## config.mk

```make
export PLATFORM = sky130hd
export DESIGN_NAME = mul_sequencer
export DESIGN_NICKNAME = d
export VERILOG_FILES = /design/src/rtl/mul_sequencer_pkg.sv /design/src/rtl/mul_settle_counter.sv /design/src/rtl/mul_sequencer.sv
export SDC_FILE = /design/constraint.sdc
export NUM_CORES = 1
export LEC_CHECK = 0
export BUFFER_PORTS_ARGS = -buffer_cell sky130_fd_sc_hd__buf_2
export CAP_MARGIN = 10
export CORE_UTILIZATION = 46
export CTS_CLUSTER_DIAMETER = 30
export DETAILED_ROUTE_END_ITERATION = 6
export GPL_ROUTABILITY_DRIVEN = 0
export PLACE_DENSITY = 0.71
export SLEW_MARGIN = 20
export SYNTH_ARGS = -nofsm -noshare
export SYNTH_HDL_FRONTEND = slang
export SYNTH_HIERARCHICAL = 1
export SYNTH_SLANG_ARGS = --single-unit
export TNS_END_PERCENT = 10
```

## constraint.sdc

```tcl
create_clock -name clk -period 2 [get_ports clk]
set_clock_uncertainty 0.2 [all_clocks]
set_input_delay 0.1 -clock clk [delete_from_list [all_inputs] [get_ports clk]]
set_output_delay 0.1 -clock clk [all_outputs]
set_load 0.005 [all_outputs]
```

## src/rtl/mul_sequencer_pkg.sv

```systemverilog
// Shared pipeline definitions for the multiply sequencer: FSM state encoding
// and the register-address width used by hazard/forwarding consumers.
package mul_sequencer_pkg;

  localparam int REG_W = 5;

  typedef enum logic [1:0] {
    IDLE = 2'b00,
    BUSY = 2'b01,
    DONE = 2'b10
  } state_t;

endpackage

```

## src/rtl/mul_settle_counter.sv

```systemverilog
// Loadable down-counter timing the multiplier settle window; tc flags the
// last BUSY cycle (count == 1).
module mul_settle_counter
  import mul_sequencer_pkg::*;
#(
  parameter int CNT_W = 4
) (
  input  logic             clk,
  input  logic             reset,
  input  logic             load,
  input  logic [CNT_W-1:0] load_val,
  input  logic             dec,
  output logic             tc
);

  logic [CNT_W-1:0] count;

  // Saturate at zero so the count never wraps.
  always_ff @(posedge clk or posedge reset) begin
    if (reset) begin
      count <= '0;
    end else if (load) begin
      count <= load_val;
    end else if (dec && (count != '0)) begin
      count <= count - CNT_W'(1);
    end
  end

  assign tc = (count == CNT_W'(1));

endmodule

```

## src/rtl/mul_sequencer.sv

```systemverilog
// Execute-stage multiply sequencer: latches operands, stalls the front end for
// the multiplier settle time, then selects the product into EX/MEM.
module mul_sequencer
  import mul_sequencer_pkg::*;
#(
  parameter int MUL_LATENCY = 4,
  parameter int CNT_W       = 4
) (
  input  logic             clk,
  input  logic             reset,
  input  logic             ex_valid,
  input  logic             ex_mul,
  input  logic [REG_W-1:0] ex_destReg,
  input  logic             kill,
  output logic             op_load,
  output logic             stall,
  output logic             ex_bubble,
  output logic             res_sel,
  output logic             busy,
  output logic [REG_W-1:0] pend_dest,
  output logic             pend_valid
);

  localparam logic [CNT_W-1:0] LOAD_VAL = CNT_W'(MUL_LATENCY - 1);
  localparam bit               SINGLE   = (MUL_LATENCY == 1);

  state_t state;
  state_t state_next;
  logic   start;
  logic   cnt_load;
  logic   cnt_dec;
  logic   cnt_tc;
  logic   pend_set;
  logic   pend_clr;

  // Gating with reset keeps every output at 0 while reset is held.
  assign start = ex_valid & ex_mul & ~kill & ~reset;

  mul_settle_counter #(
    .CNT_W (CNT_W)
  ) u_settle (
    .clk      (clk),
    .reset    (reset),
    .load     (cnt_load),
    .load_val (LOAD_VAL),
    .dec      (cnt_dec),
    .tc       (cnt_tc)
  );

  always_ff @(posedge clk or posedge reset) begin
    if (reset) begin
      state <= IDLE;
    end else begin
      state <= state_next;
    end
  end

  always_comb begin
    state_next = state;
    op_load    = 1'b0;
    stall      = 1'b0;
    ex_bubble  = 1'b0;
    res_sel    = 1'b0;
    busy       = 1'b0;
    cnt_load   = 1'b0;
    cnt_dec    = 1'b0;
    pend_set   = 1'b0;
    pend_clr   = 1'b0;
    unique case (state)
      IDLE: begin
        if (start) begin
          op_load    = 1'b1;
          stall      = 1'b1;
          ex_bubble  = 1'b1;
          busy       = 1'b1;
          pend_set   = 1'b1;
          cnt_load   = ~SINGLE;
          state_next = SINGLE ? DONE : BUSY;
        end
      end
      BUSY: begin
        busy      = 1'b1;
        ex_bubble = 1'b1;
        if (kill) begin
          pend_clr   = 1'b1;
          state_next = IDLE;
        end else begin
          stall   = 1'b1;
          cnt_dec = 1'b1;
          if (cnt_tc) begin
            state_next = DONE;
          end
        end
      end
      DONE: begin
        busy       = 1'b1;
        pend_clr   = 1'b1;
        state_next = IDLE;
        // A flush here drops the product and bubbles EX/MEM instead.
        if (kill) begin
          ex_bubble = 1'b1;
        end else begin
          res_sel = 1'b1;
        end
      end
      default: begin
        state_next = IDLE;
      end
    endcase
  end

  always_ff @(posedge clk or posedge reset) begin
    if (reset) begin
      pend_dest  <= '0;
      pend_valid <= 1'b0;
    end else if (pend_set) begin
      pend_dest  <= ex_destReg;
      pend_valid <= 1'b1;
    end else if (pend_clr) begin
      pend_valid <= 1'b0;
    end
  end

endmodule
```

# --- Word level (Yosys, flattened, before mapping) ---
# Index checks and enable logic that the tools add are counted.
word_totals:
  input_bits: 10
  word_cells: 40
  regBits: 12
op_classes:
  bitwise_logic: 5
  add_sub_neg: 1
  n_reduce_logical: 7
  mux: 18
  eq_ne: 5
op_table:
  columns: ["op", "n"]
  rows:
  - ["2-to-1 mux 1 bit", 8]
  - ["2-to-1 mux 4 bit", 2]
  - ["2-to-1 mux 2 bit", 3]
  - ["one-hot mux 1 bit (2 select lines)", 3]
  - ["== test 4 x 1 -> 1 bit, second input constant", 1]
  - ["one-hot mux 2 bit (2 select lines)", 1]
  - ["nonzero test 2 bit", 2]
  - ["nonzero test 4 bit", 1]
  - ["subtractor 4 x 1 -> 4 bit, second input constant", 1]
  - ["bitwise AND 1 bit", 3]
  - ["!= test 3 bit, second input constant", 1]
  - ["one-hot mux 1 bit (3 select lines)", 1]
  - ["== test 2 x 1 -> 1 bit, second input constant", 1]
  - ["== test 2 bit, second input constant", 1]
  - ["logical NOT 2 bit", 1]
  - ["!= test 2 bit, second input constant", 1]
  - ["inverter 1 bit", 2]
  - ["AND reduction 2 bit", 1]
  - ["OR reduction 2 bit", 1]
  - ["logical AND 1 bit", 1]

# --- Depth between registers and ports, before layout ---
# Gate-level depths: netlist (run 1).
logic_depth:
  ltp_word: 6
  depth_mapped: 8
  depth_no_buf: 7

# --- Hierarchy ---
# The synthesis (run 1) kept the hierarchy.
by_module_without_submodules:
  columns: ["mod", "seq_area_each_um2", "area_each_um2", "instances", "cells_each"]
  rows:
  - ["mul_sequencer", 200.2, 503.0, 1, 43]
  - ["mul_settle_counter", 100.1, 286.5, 1, 30]

# --- Least setup slack after synthesis (run 1) ---
# OpenSTA, ideal clock, no wires.
synth_timing:
  path_kind: "register to register"
  from: "register state[1]"
  to: "register u_settle.count[3]"
  n_path_buf: 1
  required_time_ps: 1674
  t_arrival_ps: 1483
  setup_time_ps: 126
  path_stages_with_launch: 8
  path_slack_ps: 191
  cell_sequence: "dfrtp_1 -> inv_1 -> ha_1 -> nand2_4 -> inv_1 -> buf_4 -> nor3_1 -> a221o_1"
synth_via:
  word_cells_on_any_way: 7
synth_lines:
  columns: ["element", "line_no", "rtl"]
  rows:
  - ["start, declared", "mul_sequencer.sv:27", "state_t state;"]
  - ["start signal, assigned", "mul_sequencer.sv:54", "state <= state_next;"]
  - ["logical NOT 2 bit (*)", null, null]
  - ["2-to-1 mux 1 bit (*)", null, null]
  - ["net op_load", "mul_sequencer.sv:15", "output logic op_load,"]
  - ["2-to-1 mux 4 bit or nonzero test 2 bit (tied branches)", null, null]
  - ["end signal, assigned", "mul_settle_counter.sv:23", "count <= load_val;"]
  - ["end signal, assigned", "mul_settle_counter.sv:25", "count <= count - CNT_W'(1);"]
  - ["end, declared", "mul_settle_counter.sv:16", "logic [CNT_W-1:0] count;"]
# The timed path passes the listed nets; every way through them passes the cells marked *.
# A chain may end at the register's enable or synchronous reset.

# --- Worst setup path after layout (run 1) ---
layout_timing:
  from: "input port reset"
  to: "output port ex_bubble"
layout_via:
  elab_chain_cells: 4
layout_lines:
  columns: ["element", "line_no", "rtl"]
  rows:
  - ["start, declared", "mul_sequencer.sv:10", "input logic reset,"]
  - ["inverter 1 bit", "mul_sequencer.sv:37", "assign start = ex_valid & ex_mul & ~kill & ~reset;"]
  - ["bitwise AND 1 bit", "mul_sequencer.sv:37", null]
  - ["2-to-1 mux 1 bit", "mul_sequencer.sv:71", "if (start) begin"]
  - ["one-hot mux 1 bit (3 select lines)", "mul_sequencer.sv:69", "unique case (state)"]
  - ["end, declared", "mul_sequencer.sv:17", "output logic ex_bubble,"]
# Every way passes these cells.

==> results.toml, run 1 <==
[drt]
via_count = 640
drc = 1
via_per_inst = 5.16
ant_nets = 0
top_layer_used = "met4"
wl_mm = 1.58
met2WireLength_microns = 741
first_pass_iters = 6
wl_per_cell_microns = 12.7
dr_wl_met3_microns = 48
met1_length_microns = 764
drtIter0Drc = 7

[floorplan]
coreArea_sq_mm = 0.00156
num_io_pins = 21
die-area_sq_mm = 0.00189
rows = 14
start_util = 0.506
fp.dieH_microns = 43.4
dieWidth_microns = 43.4

[cts]
cts_tree = "built"
h-tree-depth = 1
clk_pin_slew_ps = 80
cts_buffers = 3
clk_latency_ps = 270
cts.sinks = 12
cts_max_path_buffers = 2
cts-root-buf = "clkbuf_4"

[global_routing]
grt_pass1_wl_mm = 2.67
antenna_found_initial = 0
grt_max_degree = 9
gr-usage-all-layers = 0.196
grt_pass1_vias = 630
gr-total-overflow = 0

[layout]
antenna_cells = 0
mostFrequentLayoutCell = "buf_2"
final_core_util = 0.669
drive_gt1_frac = 0.417
area_delta_synth_final_pct = 32.0
fin_cells = 124
fillCellCount = 122
area.sequential_sq_um = 300
layout.nets = 126
final_cell_mix = "20 x buf_2, 12 x dfrtp_1, 8 x inv_1"
multi_input_comb_area_sq_um = 462

[pwr]
total_power_mw = 1.34
vdd_drop_max_uv = 686
p_leak_nw = 0.561
p_per_area_mw_per_mm2 = 1280

[sta]
fin_crit_ps = 1940
finalMaxSlewViolations = 0
timing.final.crit_share = 0.969
setup_viol = 0
timing.fmax_mhz = 516
rsz0062_at_grt = "true"
hold_viol_final = 0

[placed_design]
place_hpwl_mm = 1.21
numPortBuffers = 20
dp_cells = 113

[critical_path]
cp-end-kind = "output port"
path_class = "primary input to output port"
rrSetupSlack_ps = 180
start_kind = "primary input"
crit_arrival_ps = 1640
crit_fanout = 8
cp.required_ps = 1700

[run]
max_cap_violations = 0

[outcome]
status = "finished, violations left"
violations = "DRC"

[logic_synthesis]
yosys_warnings = 6
ys_ff_latch = 12
ys_seq_area_frac = 0.380
syn_area_sq_um = 790
syn_avg_cell_area_sq_um = 10.8
netlist_instances = 73
yosysUniqueCellTypes = 29

[hold_path]
min_path_type = "primary input to register"
==> synth_stat cells <==
library cell / n / share of area
dfrtp_1: 12 / 0.38
inv_1: 9 / 0.043
a21oi_1: 7 / 0.044
ha_1: 7 / 0.11
mux2_4: 5 / 0.095
nand2_1: 5 / 0.024
nor3b_1: 3 / 0.029
and2b_2: 2 / 0.022
conb_1: 2 / 0.0095
o21ai_1: 2 / 0.013
a21o_2: 1 / 0.011
a221o_1: 1 / 0.013
a22oi_1: 1 / 0.0095
a311oi_1: 1 / 0.011
a31o_1: 1 / 0.011
and4b_1: 1 / 0.013
and4bb_4: 1 / 0.021
buf_4: 1 / 0.0095
mux2_2: 1 / 0.014
mux2i_1: 1 / 0.013
nand2_4: 1 / 0.014
nand4bb_2: 1 / 0.021
nor2_1: 1 / 0.0047
nor2b_1: 1 / 0.0079
nor3_1: 1 / 0.0063
nor4b_2: 1 / 0.019
o21ai_0: 1 / 0.0063
o311ai_1: 1 / 0.011
or3b_4: 1 / 0.014
==> stage by stage <==
stage                     hold slack, ps  cell area, sq um  TNS [ps]  setup slack [ps]
after CTS                          0.240              1030         0              8.63
after global routing                7.80              1040     -2.84             -2.84
final                               7.90              1040         0              62.6
after detailed placement            -169               932         0               131
after global placement              -179               932         0               197
after floorplan                     -334               797         0               191
==> path summary, 6_finish.rpt <==
path,from,end,cells past startpoint
worst max-delay path,reset,ex_bubble,7
worst min-delay path,ex_valid,state[1],3
worst max register to register,state[1],u_settle/count[3],6
worst min register to register,pend_dest[3],pend_dest[3],1
max in group asynchronous,reset,pend_dest[4],3
min in group asynchronous,reset,u_settle/count[0],3
==> flip-flops by register name (all words and copies together) (netlist names) <==
name and count:
state 2, pend_valid 1, u_settle/count 4, pend_dest 5
==> per-layer routing <==
metal / global-route usage / up-vias
li1: - / 321
met1: 0.251 / 300
met2: 0.321 / 17
met3: 0.0375 / 2
met4: 0.0938 / 0
met5: 0 / -
==> kinds of logic (layout without fill, tap and decap cells) <==
kind of cell	after synthesis	after routing	synth area share
muxes	7	7	0.122
and+or+nand+nor	19	19	0.195
adders and majority gates	7	7	0.111
other	2	4	0.00951
DFF	12	12	0.380
buffers and inverters	10	43	0.0523
AOI/OAI and AO/OA	16	16	0.130
==> layout make-up <==
type,instances,area share
well taps,16,0.0192
flip-flops and latches,12,0.288
repair buffers,30,0.182
inverters,9,0.0324
multi-input cells,53,0.443
clock buffers,4,0.0348
==> power breakdown <==
group	switching (mW)	internal, mW
clock network	0.0837	0.111
registers	0.0958	0.356
logic	0.305	0.384
==> what timing repair did <==
item / in CTS / in global routing
setup endpoints to repair: 0 / 4
setup buffers: 0 / 1
hold endpoints to repair: 17 / 0
hold buffers: 6 / 0
gates resized for setup: 0 / 3
==> worst max-delay path: stages <==
cell	delay (ps)
dlygate4sd3_1	530
buf_2	140
and4bb_4	350
nand2_4	50
buf_4	180
a21oi_1	150
buf_2	130
No activity file was read; power rests on OpenSTA's default activity.
==> inputs of run 2 (changes only) <==
--- a/config.mk
+++ b/config.mk
@@ -12,6 +12,7 @@
 export DETAILED_ROUTE_END_ITERATION = 6
 export GPL_ROUTABILITY_DRIVEN = 0
 export PLACE_DENSITY = 0.71
+export SETUP_SLACK_MARGIN = 0.3
 export SLEW_MARGIN = 20
 export SYNTH_ARGS = -nofsm -noshare
 export SYNTH_HDL_FRONTEND = slang
==> run 2 against run 1 <==
The flow still finishes with violations (DRC). Maximum frequency grew 11%. Utilization up 7.5 points. Non-clock buffer count increased by 6. First-iteration DRC count increased by 57%. Largest cell class unchanged.
==> results.toml, run 2 (synthesis gave the netlist of run 1 again) <==
[outcome]
status = "finished, violations left"
violations = "DRC"

[critical_path]
crit_fanout = 6
reg2reg_to = "state[0]"
crit_arrival_ps = 1710
cp.required_ps = 1960
start_kind = "register"
cp-end-kind = "register"
rrSetupSlack_ps = 260
timing.rr.start = "state[0]"
path_class = "register to register"
rr_worst_depth = 5

[drt]
ant_nets = 0
wl_per_cell_microns = 12.8
via_per_inst = 5.18
wl_mm = 1.67
drtIter0Drc = 11
via_count = 674
drc = 5
first_pass_iters = 6

[pwr]
p_per_area_mw_per_mm2 = 1320
p_leak_nw = 0.591
vdd_drop_max_uv = 737

[floorplan]
die-area_sq_mm = 0.00189
coreArea_sq_mm = 0.00156
start_util = 0.506
rows = 14
fp.dieH_microns = 43.4
num_io_pins = 21
dieWidth_microns = 43.4

[layout]
fin_area_sq_mm = 0.00116
final_cell_mix = "20 x buf_2, 10 x dfrtp_1, 8 x dlygate4sd3_1, 8 x buf_4"
fin_cells = 130
largest_registers = "pend_dest: 5 flops, u_settle/count: 4 flops, state: 2 flops"
drive_gt1_frac = 0.526
fillCellCount = 121
regMostFlops = "pend_dest"
mostFrequentLayoutCell = "buf_2"
area_delta_synth_final_pct = 46.9
antenna_cells = 0
layout.nets = 132
largest_register_ffs = 5

[sta]
finalHoldWorstSlack_ps = 15.8
fin_setup_tns_ps = 0
setup_viol = 0
fin_crit_ps = 1740
timing.final.crit_share = 0.872
timing.fmax_mhz = 574
rsz0062_at_grt = "true"
setup_slack_ps = 257
hold_viol_final = 0
finalMaxSlewViolations = 0

[run]
max_cap_violations = 0

[hold_path]
min_from = "reset"
hold_end = "state[1]"
min_path_type = "primary input to register"
whs_path_depth = 3

[placed_design]
placed_cell_area_sq_um = 943
place_hpwl_mm = 1.16
numPortBuffers = 20
dp_cells = 110
dpl_worst_slack_ps = 163

[cts]
cts_tree = "built"
cts-root-buf = "clkbuf_4"
clk_pin_slew_ps = 70
cts_buffers = 3
cts.sinks = 12
clk_latency_ps = 270
h-tree-depth = 1
cts_max_path_buffers = 2

[global_routing]
grt_pass1_vias = 684
grt_pass1_wl_mm = 2.79
grt_max_degree = 13
gr-usage-all-layers = 0.206
antenna_found_initial = 0
gr-total-overflow = 0
-- run 2: critical path, cell delays in order, from the launching register on --
cell and delay [ps]:
dfrtp_2 450, ha_4 180, and2b_4 180, buf_4 130, a22oi_2 140, mux2_2 350
-- run 2: final cells by class --
cell class | count | area, sq um | share of cell area
Clock buffer | 4 | 36.3 | 0.0313
Inverter | 9 | 36.3 | 0.0313
Multi-Input combinational cell | 53 | 524 | 0.452
Sequential cell | 12 | 303 | 0.261
Tap cell | 16 | 20.0 | 0.0173
Timing Repair Buffer | 36 | 240 | 0.207
-- run 2: where the power goes --
part	switching [mW]	internal [mW]	total (mW)
clock	0.0813	0.111	0.192
combinational	0.377	0.509	0.886
sequential	0.0975	0.361	0.458
total	0.556	0.981	1.54
-- run 2: per-layer routing --
layer,GRT usage,part of all wire,vias up
met5,0,0,-
met4,0.0375,0,0
met3,0.0750,0.032,0
met2,0.385,0.54,13
met1,0.223,0.43,327
li1,-,-,334
-- run 2: what timing repair did --
action / 4_1_cts / 5_1_grt
gates cloned: 0 / 0
resized for setup: 6 / 6
setup endpoints to repair: 8 / 9
buffers inserted: 7 / 1
pin swaps: 1 / 0
hold buffers: 8 / 0
hold endpoints to repair: 18 / 0
-- run 2: stage by stage --
step                power, mW   util
floorplan               0.948      -
global placement         1.13  0.605
detailed placement       1.16  0.605
CTS                      1.47  0.722
global route             1.67  0.744
finish                   1.54  0.744
-- run 2: worst max-delay path by stage --
stage                 startpoint  cells past startpoint  slack [ps]                end
2_1_floorplan           state[1]                      6         300  u_settle/count[3]
3_3_place_gp            state[1]                      6         170  u_settle/count[3]
3_5_place_dp            state[1]                      6         160  u_settle/count[3]
4_1_cts        u_settle/count[0]                      5         270  u_settle/count[1]
5_1_grt                 state[1]                      6         210  u_settle/count[3]
6_report                state[0]                      5         260           state[0]
==> inputs of run 3 (changes only) <==
--- a/config.mk
+++ b/config.mk
@@ -11,6 +11,7 @@
 export CTS_CLUSTER_DIAMETER = 30
 export DETAILED_ROUTE_END_ITERATION = 6
 export GPL_ROUTABILITY_DRIVEN = 0
+export HOLD_SLACK_MARGIN = 0.06
 export PLACE_DENSITY = 0.71
 export SETUP_SLACK_MARGIN = 0.3
 export SLEW_MARGIN = 20
==> run 3 against run 2 <==
Cell count grew 0.77%. Wire length grew 0.42%. Sequential share of layout area shrank 0.22 points. Sequential power is essentially flat. Worst setup slack lost 2.1 ps. Register-to-register slack is essentially flat. Worst hold slack gained 66 ps. Critical path type unchanged. Utilization grew 0.64 points. Final area grew 0.86%. Combinational power is essentially flat. The flow still finishes with violations (DRC). Clock-buffer cell count is the same. Via count grew 0.45%.
==> results.toml, run 3 (synthesis gave the netlist of run 1 again) <==
[cts]
cts_max_path_buffers = 2
h-tree-depth = 1
clk_pin_slew_ps = 70
cts-root-buf = "clkbuf_4"
clk_latency_ps = 270
cts_buffers = 3
cts.sinks = 12
cts_tree = "built"

[critical_path]
cp_num_cells = 5
reg2reg_to = "state[0]"
start_kind = "register"
worstPathCellList = "ha_4 -> and2b_4 -> buf_4 -> a22oi_2 -> mux2_2"
crit_family = "flip-flops"
crit_fanout = 6
crit_arrival_ps = 1710
rr_worst_depth = 5
rrSetupSlack_ps = 250
cp-end-kind = "register"
cp_slowest_cell = "dfrtp_2"
timing.rr.start = "state[0]"
path_class = "register to register"
cp-startpoint = "state[0]"
cp.required_ps = 1960
max_stage_delay_ps = 450
worst-path-buf-inv = 1
cp-endpoint = "state[0]"

[sta]
hold_viol_final = 0
fin_setup_tns_ps = 0
rsz0062_at_grt = "true"
setup_viol = 0
timing.final.crit_share = 0.873
timing.fmax_mhz = 573
finalMaxSlewViolations = 0
fin_crit_ps = 1750

[floorplan]
coreArea_sq_mm = 0.00156
die-area_sq_mm = 0.00189
dieWidth_microns = 43.4
num_io_pins = 21
rows = 14
start_util = 0.506
fp.dieH_microns = 43.4

[layout]
multi_input_comb_area_sq_um = 524
largest_registers = "pend_dest: 5 flops, u_settle/count: 4 flops, state: 2 flops"
regMostFlops = "pend_dest"
area.sequential_sq_um = 303
final_cell_mix = "20 x buf_2, 10 x dfrtp_1, 9 x dlygate4sd3_1"
drive_gt1_frac = 0.522
largest_register_ffs = 5
layout.nets = 133
area_delta_synth_final_pct = 48.2
antenna_cells = 0
fillCellCount = 122
mostFrequentLayoutCell = "buf_2"

[pwr]
p_comb_frac = 0.576
p_int_mw = 0.982
total_power_mw = 1.54
netSwitchingFraction = 0.361
vdd_drop_max_uv = 733
p_per_area_mw_per_mm2 = 1310
p_sw_mw = 0.555
p_clk_frac = 0.125
p_leak_nw = 0.595
seqPwrFrac = 0.299

[global_routing]
grt_pass1_wl_mm = 2.85
grt_max_degree = 13
grtUsageMet2 = 0.388
use_met1 = 0.231
gr-total-overflow = 0
gr-usage-all-layers = 0.209
antenna_found_initial = 0
grtUsageMet3 = 0.0750
grt_pass1_vias = 688
busiest_layer = "met2"

[drt]
drtIter0Drc = 10
ant_nets = 0
first_pass_iters = 6
via_count = 677
via_per_inst = 5.17
wl_mm = 1.67
wl_per_cell_microns = 12.8
drc = 5

[outcome]
status = "finished, violations left"
violations = "DRC"

[placed_design]
numPortBuffers = 20
place_hpwl_mm = 1.16

[hold_path]
whs_path_depth = 4
min_path_type = "primary input to register"

[run]
max_cap_violations = 0
-- run 3: cell types whose count changed in the layout (fill, tap and decap cells not counted), sizes merged --
cell	before	now
dlygate4sd3	8	9
-- run 3: timing repair --
item	CTS	global route
resized for setup	6	6
endpoints found under the setup margin	8	9
gates cloned	0	0
pin swaps	1	0
hold endpoints to repair	18	0
hold buffers	9	0
setup buffers	7	1
-- run 3: worst min path at each step --
stage	startpoint	end	slack (ps)
2_1_floorplan	reset	u_settle/count[0]	-330
3_3_place_gp	reset	u_settle/count[3]	-180
3_5_place_dp	reset	u_settle/count[3]	-180
4_1_cts	kill	pend_valid	70
5_1_grt	kill	pend_valid	90
6_report	kill	pend_valid	80
-- run 3: worst register-to-register path: stages (launching register included) --
cell	delay, ps
dfrtp_2	450
ha_4	180
and2b_4	180
buf_4	140
a22oi_2	140
mux2_2	350
-- run 3: layout make-up --
cell class,instances,share of cell area
Multi-Input combinational cell,53,0.448
Sequential cell,12,0.259
Timing Repair Buffer,37,0.214
Clock buffer,4,0.0310
Inverter,9,0.0310
Tap cell,16,0.0171
-- run 3: stage by stage --
stage	setup WS (ps)	cells	utilization	area [sq um]	hold slack, ps
final	255	131	0.750	1170	82.2
after global routing	211	131	0.750	1170	92.4
after CTS	275	130	0.729	1140	69.3
after global placement	166	110	0.605	943	-182
after floorplan	297	75	-	831	-334
after detailed placement	163	110	0.605	943	-177
-- run 3: power groups by stage --
stage	Sequential [mW]	Combinational, mW	Clock, mW
6_report	0.459	0.885	0.192
5_1_grt	0.474	0.984	0.214
4_1_cts	0.456	0.817	0.198
3_5_place_dp	0.476	0.681	0
3_3_place_gp	0.469	0.659	0
2_1_floorplan	0.461	0.487	0
-- run 3: metal layers --
| metal | share of wire | vias up | routed length, microns |
|---|---|---|---|
| met5 | 0 | - | 0 |
| met4 | 0 | 0 | 0 |
| met3 | 0.031 | 0 | 52 |
| met2 | 0.53 | 13 | 894 |
| met1 | 0.43 | 326 | 727 |
| li1 | - | 338 | - |
